$ cat src/rtl/hdmi_timing_pkg.sv
// Shared raster constants, frame-length helper and controller state type
// for the HDMI frame-buffer timing generator.
package hdmi_timing_pkg;

    // 1080p60 at two pixels per clock: all horizontal values are in clocks
    localparam int H_ACTIVE_1080P = 960;
    localparam int H_FP_1080P     = 44;
    localparam int H_SYNC_1080P   = 22;
    localparam int H_BP_1080P     = 74;
    localparam int V_ACTIVE_1080P = 1080;
    localparam int V_FP_1080P     = 4;
    localparam int V_SYNC_1080P   = 5;
    localparam int V_BP_1080P     = 36;

    typedef enum logic {
        IDLE = 1'b0,
        RUN  = 1'b1
    } state_e;

    // Total length of one axis: active, front porch, sync, back porch
    function automatic int total_len(input int active, input int fp,
                                     input int sync, input int bp);
        return active + fp + sync + bp;
    endfunction

endpackage

$ cat src/rtl/hdmi_raster_cnt.sv
// Horizontal/vertical raster counters with region decode. The load input
// places the raster at the first vertical-sync line so that a new stream
// always opens with a sync pulse.
module hdmi_raster_cnt
    import hdmi_timing_pkg::*;
#(
    parameter int H_ACTIVE = H_ACTIVE_1080P,
    parameter int H_FP     = H_FP_1080P,
    parameter int H_SYNC   = H_SYNC_1080P,
    parameter int H_BP     = H_BP_1080P,
    parameter int V_ACTIVE = V_ACTIVE_1080P,
    parameter int V_FP     = V_FP_1080P,
    parameter int V_SYNC   = V_SYNC_1080P,
    parameter int V_BP     = V_BP_1080P
) (
    input  logic i_clk,
    input  logic i_rst,
    input  logic i_load,
    input  logic i_adv,
    output logic o_de_n,
    output logic o_hs_n,
    output logic o_vs_n,
    output logic o_sync_start,
    output logic o_last
);

    localparam int H_TOTAL = total_len(H_ACTIVE, H_FP, H_SYNC, H_BP);
    localparam int V_TOTAL = total_len(V_ACTIVE, V_FP, V_SYNC, V_BP);
    localparam int H_W     = (H_TOTAL > 1) ? $clog2(H_TOTAL) : 1;
    localparam int V_W     = (V_TOTAL > 1) ? $clog2(V_TOTAL) : 1;

    localparam logic [H_W-1:0] H_LAST  = H_W'(H_TOTAL - 1);
    localparam logic [V_W-1:0] V_LAST  = V_W'(V_TOTAL - 1);
    localparam logic [V_W-1:0] V_START = V_W'(V_ACTIVE + V_FP);

    logic [H_W-1:0] h_cnt_q, h_cnt_d;
    logic [V_W-1:0] v_cnt_q, v_cnt_d;

    // Next count: load to sync start, or advance with line/frame wrap
    always_comb begin
        h_cnt_d = h_cnt_q;
        v_cnt_d = v_cnt_q;
        if (i_load) begin
            h_cnt_d = '0;
            v_cnt_d = V_START;
        end else if (i_adv) begin
            if (h_cnt_q == H_LAST) begin
                h_cnt_d = '0;
                v_cnt_d = (v_cnt_q == V_LAST) ? '0 : v_cnt_q + 1'b1;
            end else begin
                h_cnt_d = h_cnt_q + 1'b1;
            end
        end
    end

    // Counter registers
    always_ff @(posedge i_clk) begin
        if (i_rst) begin
            h_cnt_q <= '0;
            v_cnt_q <= '0;
        end else begin
            h_cnt_q <= h_cnt_d;
            v_cnt_q <= v_cnt_d;
        end
    end

    // Region decode from the current count
    always_comb begin
        o_de_n       = (int'(h_cnt_q) < H_ACTIVE) && (int'(v_cnt_q) < V_ACTIVE);
        o_hs_n       = !((int'(h_cnt_q) >= H_ACTIVE + H_FP) &&
                         (int'(h_cnt_q) <  H_ACTIVE + H_FP + H_SYNC));
        o_vs_n       = !((int'(v_cnt_q) >= V_ACTIVE + V_FP) &&
                         (int'(v_cnt_q) <  V_ACTIVE + V_FP + V_SYNC));
        o_sync_start = (h_cnt_q == '0) && (v_cnt_q == V_START);
        o_last       = (h_cnt_q == H_LAST) && (v_cnt_q == V_LAST);
    end

endmodule

$ cat src/rtl/hdmi_fb_timing_gen.sv
// Frame-buffer reader and 2-pixel-per-clock raster generator. Pops one word
// per active clock from an FWFT FIFO; an empty FIFO during active video
// yields a zero word so the raster geometry never changes.
module hdmi_fb_timing_gen
    import hdmi_timing_pkg::*;
#(
    parameter int H_ACTIVE = H_ACTIVE_1080P,
    parameter int H_FP     = H_FP_1080P,
    parameter int H_SYNC   = H_SYNC_1080P,
    parameter int H_BP     = H_BP_1080P,
    parameter int V_ACTIVE = V_ACTIVE_1080P,
    parameter int V_FP     = V_FP_1080P,
    parameter int V_SYNC   = V_SYNC_1080P,
    parameter int V_BP     = V_BP_1080P
) (
    input  logic        i_clk,
    input  logic        i_rst,
    input  logic        i_en,
    input  logic        i_fifo_empty,
    input  logic [31:0] i_fifo_rd_data,
    output logic        o_fifo_rd_en,
    output logic        o_frame_start,
    output logic        o_de,
    output logic        o_valid,
    output logic        o_hs,
    output logic        o_vs,
    output logic [31:0] o_data,
    output logic        o_underflow,
    output logic [15:0] o_underflow_cnt
);

    state_e      state_q, state_d;
    logic        stop_q, stop_d;
    logic        run;
    logic        de_n, hs_n, vs_n, sync_start, last;
    logic        rd_en, ufl_hit;
    logic        de_q, de_d, hs_q, hs_d, vs_q, vs_d, fs_q, fs_d;
    logic [31:0] data_q, data_d;
    logic        ufl_q, ufl_d;
    logic [15:0] ufl_cnt_q, ufl_cnt_d;

    assign run = (state_q == RUN);

    hdmi_raster_cnt #(
        .H_ACTIVE (H_ACTIVE), .H_FP (H_FP), .H_SYNC (H_SYNC), .H_BP (H_BP),
        .V_ACTIVE (V_ACTIVE), .V_FP (V_FP), .V_SYNC (V_SYNC), .V_BP (V_BP)
    ) u_raster (
        .i_clk        (i_clk),
        .i_rst        (i_rst),
        .i_load       ((state_q == IDLE) && i_en),
        .i_adv        (run),
        .o_de_n       (de_n),
        .o_hs_n       (hs_n),
        .o_vs_n       (vs_n),
        .o_sync_start (sync_start),
        .o_last       (last)
    );

    // State register and pending-stop flag
    always_ff @(posedge i_clk) begin
        if (i_rst) begin
            state_q <= IDLE;
            stop_q  <= 1'b0;
        end else begin
            state_q <= state_d;
            stop_q  <= stop_d;
        end
    end

    // Next state: a stop request only takes effect on the final back-porch clock
    always_comb begin
        stop_d = stop_q;
        if (i_en) begin
            stop_d = 1'b0;
        end else if (run) begin
            stop_d = 1'b1;
        end
        state_d = state_q;
        case (state_q)
            IDLE:    if (i_en) state_d = RUN;
            RUN:     if (last && stop_d) state_d = IDLE;
            default: state_d = IDLE;
        endcase
    end

    // Output decode: FIFO pop, underflow detect and next registered outputs
    always_comb begin
        rd_en     = run && de_n && !i_fifo_empty;
        ufl_hit   = run && de_n && i_fifo_empty;
        de_d      = run && de_n;
        hs_d      = !run || hs_n;
        vs_d      = !run || vs_n;
        fs_d      = run && sync_start;
        data_d    = rd_en ? i_fifo_rd_data : 32'h0;
        ufl_d     = ufl_q || ufl_hit;
        ufl_cnt_d = (ufl_hit && (ufl_cnt_q != 16'hFFFF)) ? ufl_cnt_q + 16'd1 : ufl_cnt_q;
    end

    // Output registers, one clock behind the counter state
    always_ff @(posedge i_clk) begin
        if (i_rst) begin
            de_q      <= 1'b0;
            hs_q      <= 1'b1;
            vs_q      <= 1'b1;
            fs_q      <= 1'b0;
            data_q    <= 32'h0;
            ufl_q     <= 1'b0;
            ufl_cnt_q <= 16'h0;
        end else begin
            de_q      <= de_d;
            hs_q      <= hs_d;
            vs_q      <= vs_d;
            fs_q      <= fs_d;
            data_q    <= data_d;
            ufl_q     <= ufl_d;
            ufl_cnt_q <= ufl_cnt_d;
        end
    end

    assign o_fifo_rd_en    = rd_en;
    assign o_frame_start   = fs_q;
    assign o_de            = de_q;
    assign o_valid         = de_q;
    assign o_hs            = hs_q;
    assign o_vs            = vs_q;
    assign o_data          = data_q;
    assign o_underflow     = ufl_q;
    assign o_underflow_cnt = ufl_cnt_q;

endmodule

$ cat config.mk
export PLATFORM = sky130hd
export DESIGN_NAME = hdmi_fb_timing_gen
export DESIGN_NICKNAME = d
export VERILOG_FILES = /design/src/rtl/hdmi_timing_pkg.sv /design/src/rtl/hdmi_raster_cnt.sv /design/src/rtl/hdmi_fb_timing_gen.sv
export SDC_FILE = /design/constraint.sdc
export NUM_CORES = 1
export LEC_CHECK = 0
export ABC_AREA = 1
export BUFFER_PORTS_ARGS = -buffer_cell sky130_fd_sc_hd__buf_4
export CAP_MARGIN = 20
export CORE_ASPECT_RATIO = 1.1
export CORE_MARGIN = 2
export CORE_UTILIZATION = 57
export DETAILED_ROUTE_END_ITERATION = 10
export PLACE_DENSITY = 0.92
export SLEW_MARGIN = 20
export SYNTH_ARGS = -nofsm -noshare
export SYNTH_HDL_FRONTEND = slang
export SYNTH_HIERARCHICAL = 1
export SYNTH_SLANG_ARGS = --single-unit
$ cat constraint.sdc
create_clock -name i_clk -period 3.6 [get_ports i_clk]
set_input_delay 0 -clock i_clk [delete_from_list [all_inputs] [get_ports i_clk]]
set_output_delay 0 -clock i_clk [all_outputs]
set_load 0.02 [all_outputs]
; ---- Word-level counts from Yosys, hierarchy flattened
; Index checks and enable logic that the tools add are counted.
; Widths: inputs -> output; s select.
[op_classes]
add_sub_neg = 3
n_mul = 0
n_div = 0
magnitude_cmp = 6
eq_ne = 4
shifts = 0
n_mux = 10
bitwise_logic = 2
reduce_logical = 26
[ops]
columns = op, count
row1 = $mux 11, 5
row2 = $eq 11x11->1 const B, 3
row3 = $lt 11x11->1 const B, 3
row4 = $add 11x1->11 const B, 2
row5 = $add 16x1->16 const B, 1
row6 = $ne 16x16->1 const B, 1
row7 = $logic_and 1x1->1, 12
row8 = $ge 11x10->1 const B, 1
row9 = $ge 11x11->1 const B, 1
row10 = $logic_not 11->1, 1
row11 = $lt 11x10->1 const B, 1
row12 = $logic_not 1->1, 4
row13 = $mux 1, 4
row14 = $reduce_and 2->1, 2
row15 = $reduce_bool 2->1, 2
row16 = $reduce_or 2->1, 2
row17 = $logic_or 1x1->1, 3
row18 = $not 1->1, 2
row19 = $pmux 1 s2, 1
[word_totals]
regBits = 77
latchBits = 0
mem_bits_rw = 0
romBits = 0
inputBits = 36
wordCells = 63
mem_count = 0

; ---- Logic depth before layout (Yosys ltp)
[logic_depth]
depth_word = 6
depth_mapped = 12
ltp_nobuf = 12

; ---- Modules after synthesis
; Netlist, hierarchy kept.
[modules_own_cells]
columns = module, n_inst, cells_per_inst, area_per_inst_um2
row1 = hdmi_fb_timing_gen, 1, 268, 2089.5
row2 = hdmi_raster_cnt, 1, 222, 1435.1

; ---- Worst setup path after synthesis
; No wires, ideal clock.
[synth_path]
path_type = reg-to-reg
startpoint = reg u_raster.v_cnt_q[8]
endpoint = reg ufl_cnt_q[14] (netlist: o_underflow_cnt[14])
setup_ns = 0.115
arrival_ns = 1.530
path_slack_ns = 1.955
stages_incl_launch_ff = 13
synth_period_minus_slack_ns = 1.645
cell_sequence = dfxtp_1 > inv_1 > nand3_1 > inv_1 > a31oi_1 > nor3_1 > nand2_2 > nor2_4 > nand3_1 > nor2_1 > nand3_1 > nand2_1 > nor2_1
[synth_between]
elab_chain_len = 5
[synth_lines]
columns = element, line_no
row1 = "start, declared", hdmi_raster_cnt.sv:37  ; logic [V_W-1:0] v_cnt_q, v_cnt_d;
row2 = "start signal, assigned", hdmi_raster_cnt.sv:63  ; v_cnt_q <= v_cnt_d;
row3 = $lt 11x11->1, hdmi_raster_cnt.sv:69  ; o_de_n = (int'(h_cnt_q) < H_ACTIVE) && (int'(v_cnt_q) < V_ACTIVE);
row4 = $logic_and 1x1->1, hdmi_raster_cnt.sv:69
row5 = net de_n, hdmi_fb_timing_gen.sv:35  ; logic de_n, hs_n, vs_n, sync_start, last;
row6 = $logic_and 1x1->1 (2 in a row), hdmi_fb_timing_gen.sv:89  ; ufl_hit = run && de_n && i_fifo_empty;
row7 = $logic_and 1x1->1, hdmi_fb_timing_gen.sv:96  ; ufl_cnt_d = (ufl_hit && (ufl_cnt_q != 16'hFFFF)) ? ufl_cnt_q + 16'd1 : ufl_cnt_q;
row8 = "end signal, assigned", hdmi_fb_timing_gen.sv:116  ; ufl_cnt_q <= ufl_cnt_d;
row9 = "end, declared", hdmi_fb_timing_gen.sv:40  ; logic [15:0] ufl_cnt_q, ufl_cnt_d;
; The timed path passes the listed nets, and every way through them passes these cells.
; A chain may end at the register's enable or synchronous reset.

; ---- Worst setup path after layout
; Ends and elaborated chain as after synthesis.

==> results.cfg <==
[outcome]
status = finished, final reports clean

[drt]
drt_iter0_markers = 287
via_per_inst = 5.30
firstDrtPassIters = 6
vias = 3728
drc = 0
wl_per_cell_um = 14.9
ant_nets = 0
drt_wl_total_um = 10500

[sta]
finalSetupTns_ns = 0
holdWs_ns = 0.174
fin_skew_ns = 0.0211
finalSetupViolCount = 0
fin_crit_ns = 2.08
worst-slew-pin-transition_ns = 0.624
hold_viol_final = 0
fin_ws_ns = 1.52
fmax_mhz = 480
period_share_pct = 57.8
rsz0062_at_grt = no
drv_slew = 0
timing.slew.headroom_pct = 58.4

[global_route]
grt_overflow = 0
antenna_found_initial = 0
grt_max_degree = 33
grt_pass1_vias = 3505
grt_first_pass_wirelength_um = 16200
track_usage_pct = 30.8

[pwr]
pwr-share-clk_pct = 36.7
pwr-share-comb_pct = 11.3
internal_power_mw = 1.22
power_density_nw_per_um2 = 355
peakVddDrop_mv = 0.324
p_sw_mw = 0.480
power_mw = 1.70
pwr-share-seq_pct = 52.1
p_leak_nw = 2.27
swShare_pct = 28.3

[floorplanning]
coreArea_sq_um = 6080
num_io_pins = 91
die_area_sq_um = 6830
start_util_pct = 58.0
die_w_um = 79.0
rows = 30
die_h_um = 86.5

[final_layout]
final_cell_mix = nor2_1 (119), nand2_1 (94), buf_4 (90), dfxtp_1 (76), inv_1 (71)
final_common_cell = nor2_1
drive_gt1_share_pct = 23.0
area_growth_syn_to_layout_pct = 35.5
antennaDiodeCount = 0
layout.nets = 659
final_cell_count_no_fill = 703
design_area_sq_um = 4780
regArea_sq_um = 1520
multi_input_area_sq_um = 1670
utilization_pct = 78.6
n_fill_cell = 381

[worst_setup_path]
critical_path_class = reg2reg
arrival_ns = 2.34
crit_path_end_kind = flip-flop
path_max_fanout = 7
cp.required_ns = 3.86
crit_path_start_kind = flip-flop

[placement]
dp_cells = 652
preCtsSetupSlack_ns = 1.26
io_buffers = 90
post-dp-hpwl_um = 6380
gp_congestion = 0.927
placed_area_sq_um = 4240

[synth]
synth_top_area_cell = dfxtp_1
netlist_area_sq_um = 3520
yosys_warnings = 6
ys_seq_elements = 76
syn-instance-count = 490
synthArstFlopShare_pct = 0
syn-num-nets = 531
synth_top_cell_area_share_pct = 43.2
synth_edf_count = 0
synth_area_per_cell_sq_um = 7.19
ys_seq_area_share_pct = 43.2
synth_area_leaders = dfxtp_1 (43%), nor2_1 (13%), nand2_1 (10%)
synthFlopType = dfxtp_1
ys_types = 37

[clocking]
numCtsBuffers = 9
clock_latency_ns = 0.36
cts_resized = 0
clock_sink_count = 76
cts_tree = built
clockRootBuffer = clkbuf_8
clkTransAtPathRegs_ns = 0.10
clock_path_buffers = 2
cts_setup_buffers = 0
h-tree-depth = 3

[flow_run]
cap_violations = 0

[hold_path]
hold_path_class = in2reg
-- layout make-up --
class                   count  area share (%)
clock buffers               9            2.59
clock inverters             7            1.20
inverters                  73            5.74
multi-input cells         333            34.9
flip-flops and latches     76            31.8
well taps                  80            2.10
repair buffers            125            21.6
-- routing by layer --
layer / track usage [%] / vias to the layer above / wire, um / part of all wire (%)
li1: - / 1768 / - / -
met1: 31.5 / 1724 / 3670 / 35
met4: 17.2 / 0 / 493 / 4.7
met3: 6.46 / 41 / 590 / 5.6
met5: 0 / - / 0 / 0
met2: 57.6 / 195 / 5730 / 55
-- final timing paths --
kind                                          start                   to  slack [ns]  cells past startpoint
worst max-delay path            u_raster/v_cnt_q[8]  o_underflow_cnt[14]        1.52                     12
worst min-delay path                   i_fifo_empty          o_underflow        0.17                      4
worst max register to register  u_raster/v_cnt_q[8]  o_underflow_cnt[14]        1.52                     12
worst min register to register  u_raster/h_cnt_q[0]  u_raster/h_cnt_q[0]        0.53                      2
-- registers in the layout, indices dropped and copies added (netlist names) --
| register | flops |
|---|---|
| o_vs | 1 |
| run | 1 |
| o_frame_start | 1 |
| o_data | 32 |
| o_underflow | 1 |
| u_raster/h_cnt_q | 11 |
| u_raster/v_cnt_q | 11 |
| o_underflow_cnt | 16 |
| o_de | 1 |
| o_hs | 1 |
-- worst max-delay path, stage by stage (launching register included) --
cell     delay [ns]
dfxtp_1        0.35
inv_1          0.09
nand3_1        0.13
inv_1          0.12
a31oi_1        0.09
nor3_1         0.24
nand2_2        0.14
nor2_4         0.22
nand3_1        0.16
nor2_1         0.20
nand3_1        0.12
nand2_1        0.09
nor2_1         0.06
-- synthesized netlist by cell type, drive strengths merged (3+ instances only) --
| library cell | instances |
|---|---|
| buf | 8 |
| nor3 | 5 |
| nor2 | 136 |
| or2 | 4 |
| ha | 5 |
| inv | 72 |
| xor2 | 8 |
| a211oi | 3 |
| o21ai | 4 |
| a21oi | 13 |
| nand2 | 102 |
| nand4 | 10 |
| dfxtp | 76 |
| nand3 | 31 |
-- power groups by stage --
| stage | Clock (mW) | Combinational [mW] | Sequential [mW] |
|---|---|---|---|
| after floorplan | 0 | 0.0758 | 0.910 |
| after global placement | 0 | 0.147 | 0.900 |
| after detailed placement | 0 | 0.153 | 0.901 |
| after CTS | 0.617 | 0.185 | 0.882 |
| after global routing | 0.664 | 0.208 | 0.886 |
| final | 0.622 | 0.191 | 0.884 |
-- timing repair --
action | 4_1_cts | 5_1_grt
hold buffers | 34 | 0
hold endpoints to repair | 40 | 0
endpoints found under the setup margin | 0 | 0
-- kinds of logic (layout without fill, tap and decap cells) --
group / Yosys count / after routing / share of synthesized area, %
AND/OR/NAND/NOR: 291 / 291 / 38.4
AO/OA/AOI/OAI: 27 / 27 / 4.69
XOR/XNOR: 10 / 10 / 2.49
flip-flops: 76 / 76 / 43.2
adder cells (fa/ha/maj): 5 / 5 / 1.77
buffers and inverters: 81 / 214 / 9.48
Power figures use the tool's default switching activity.
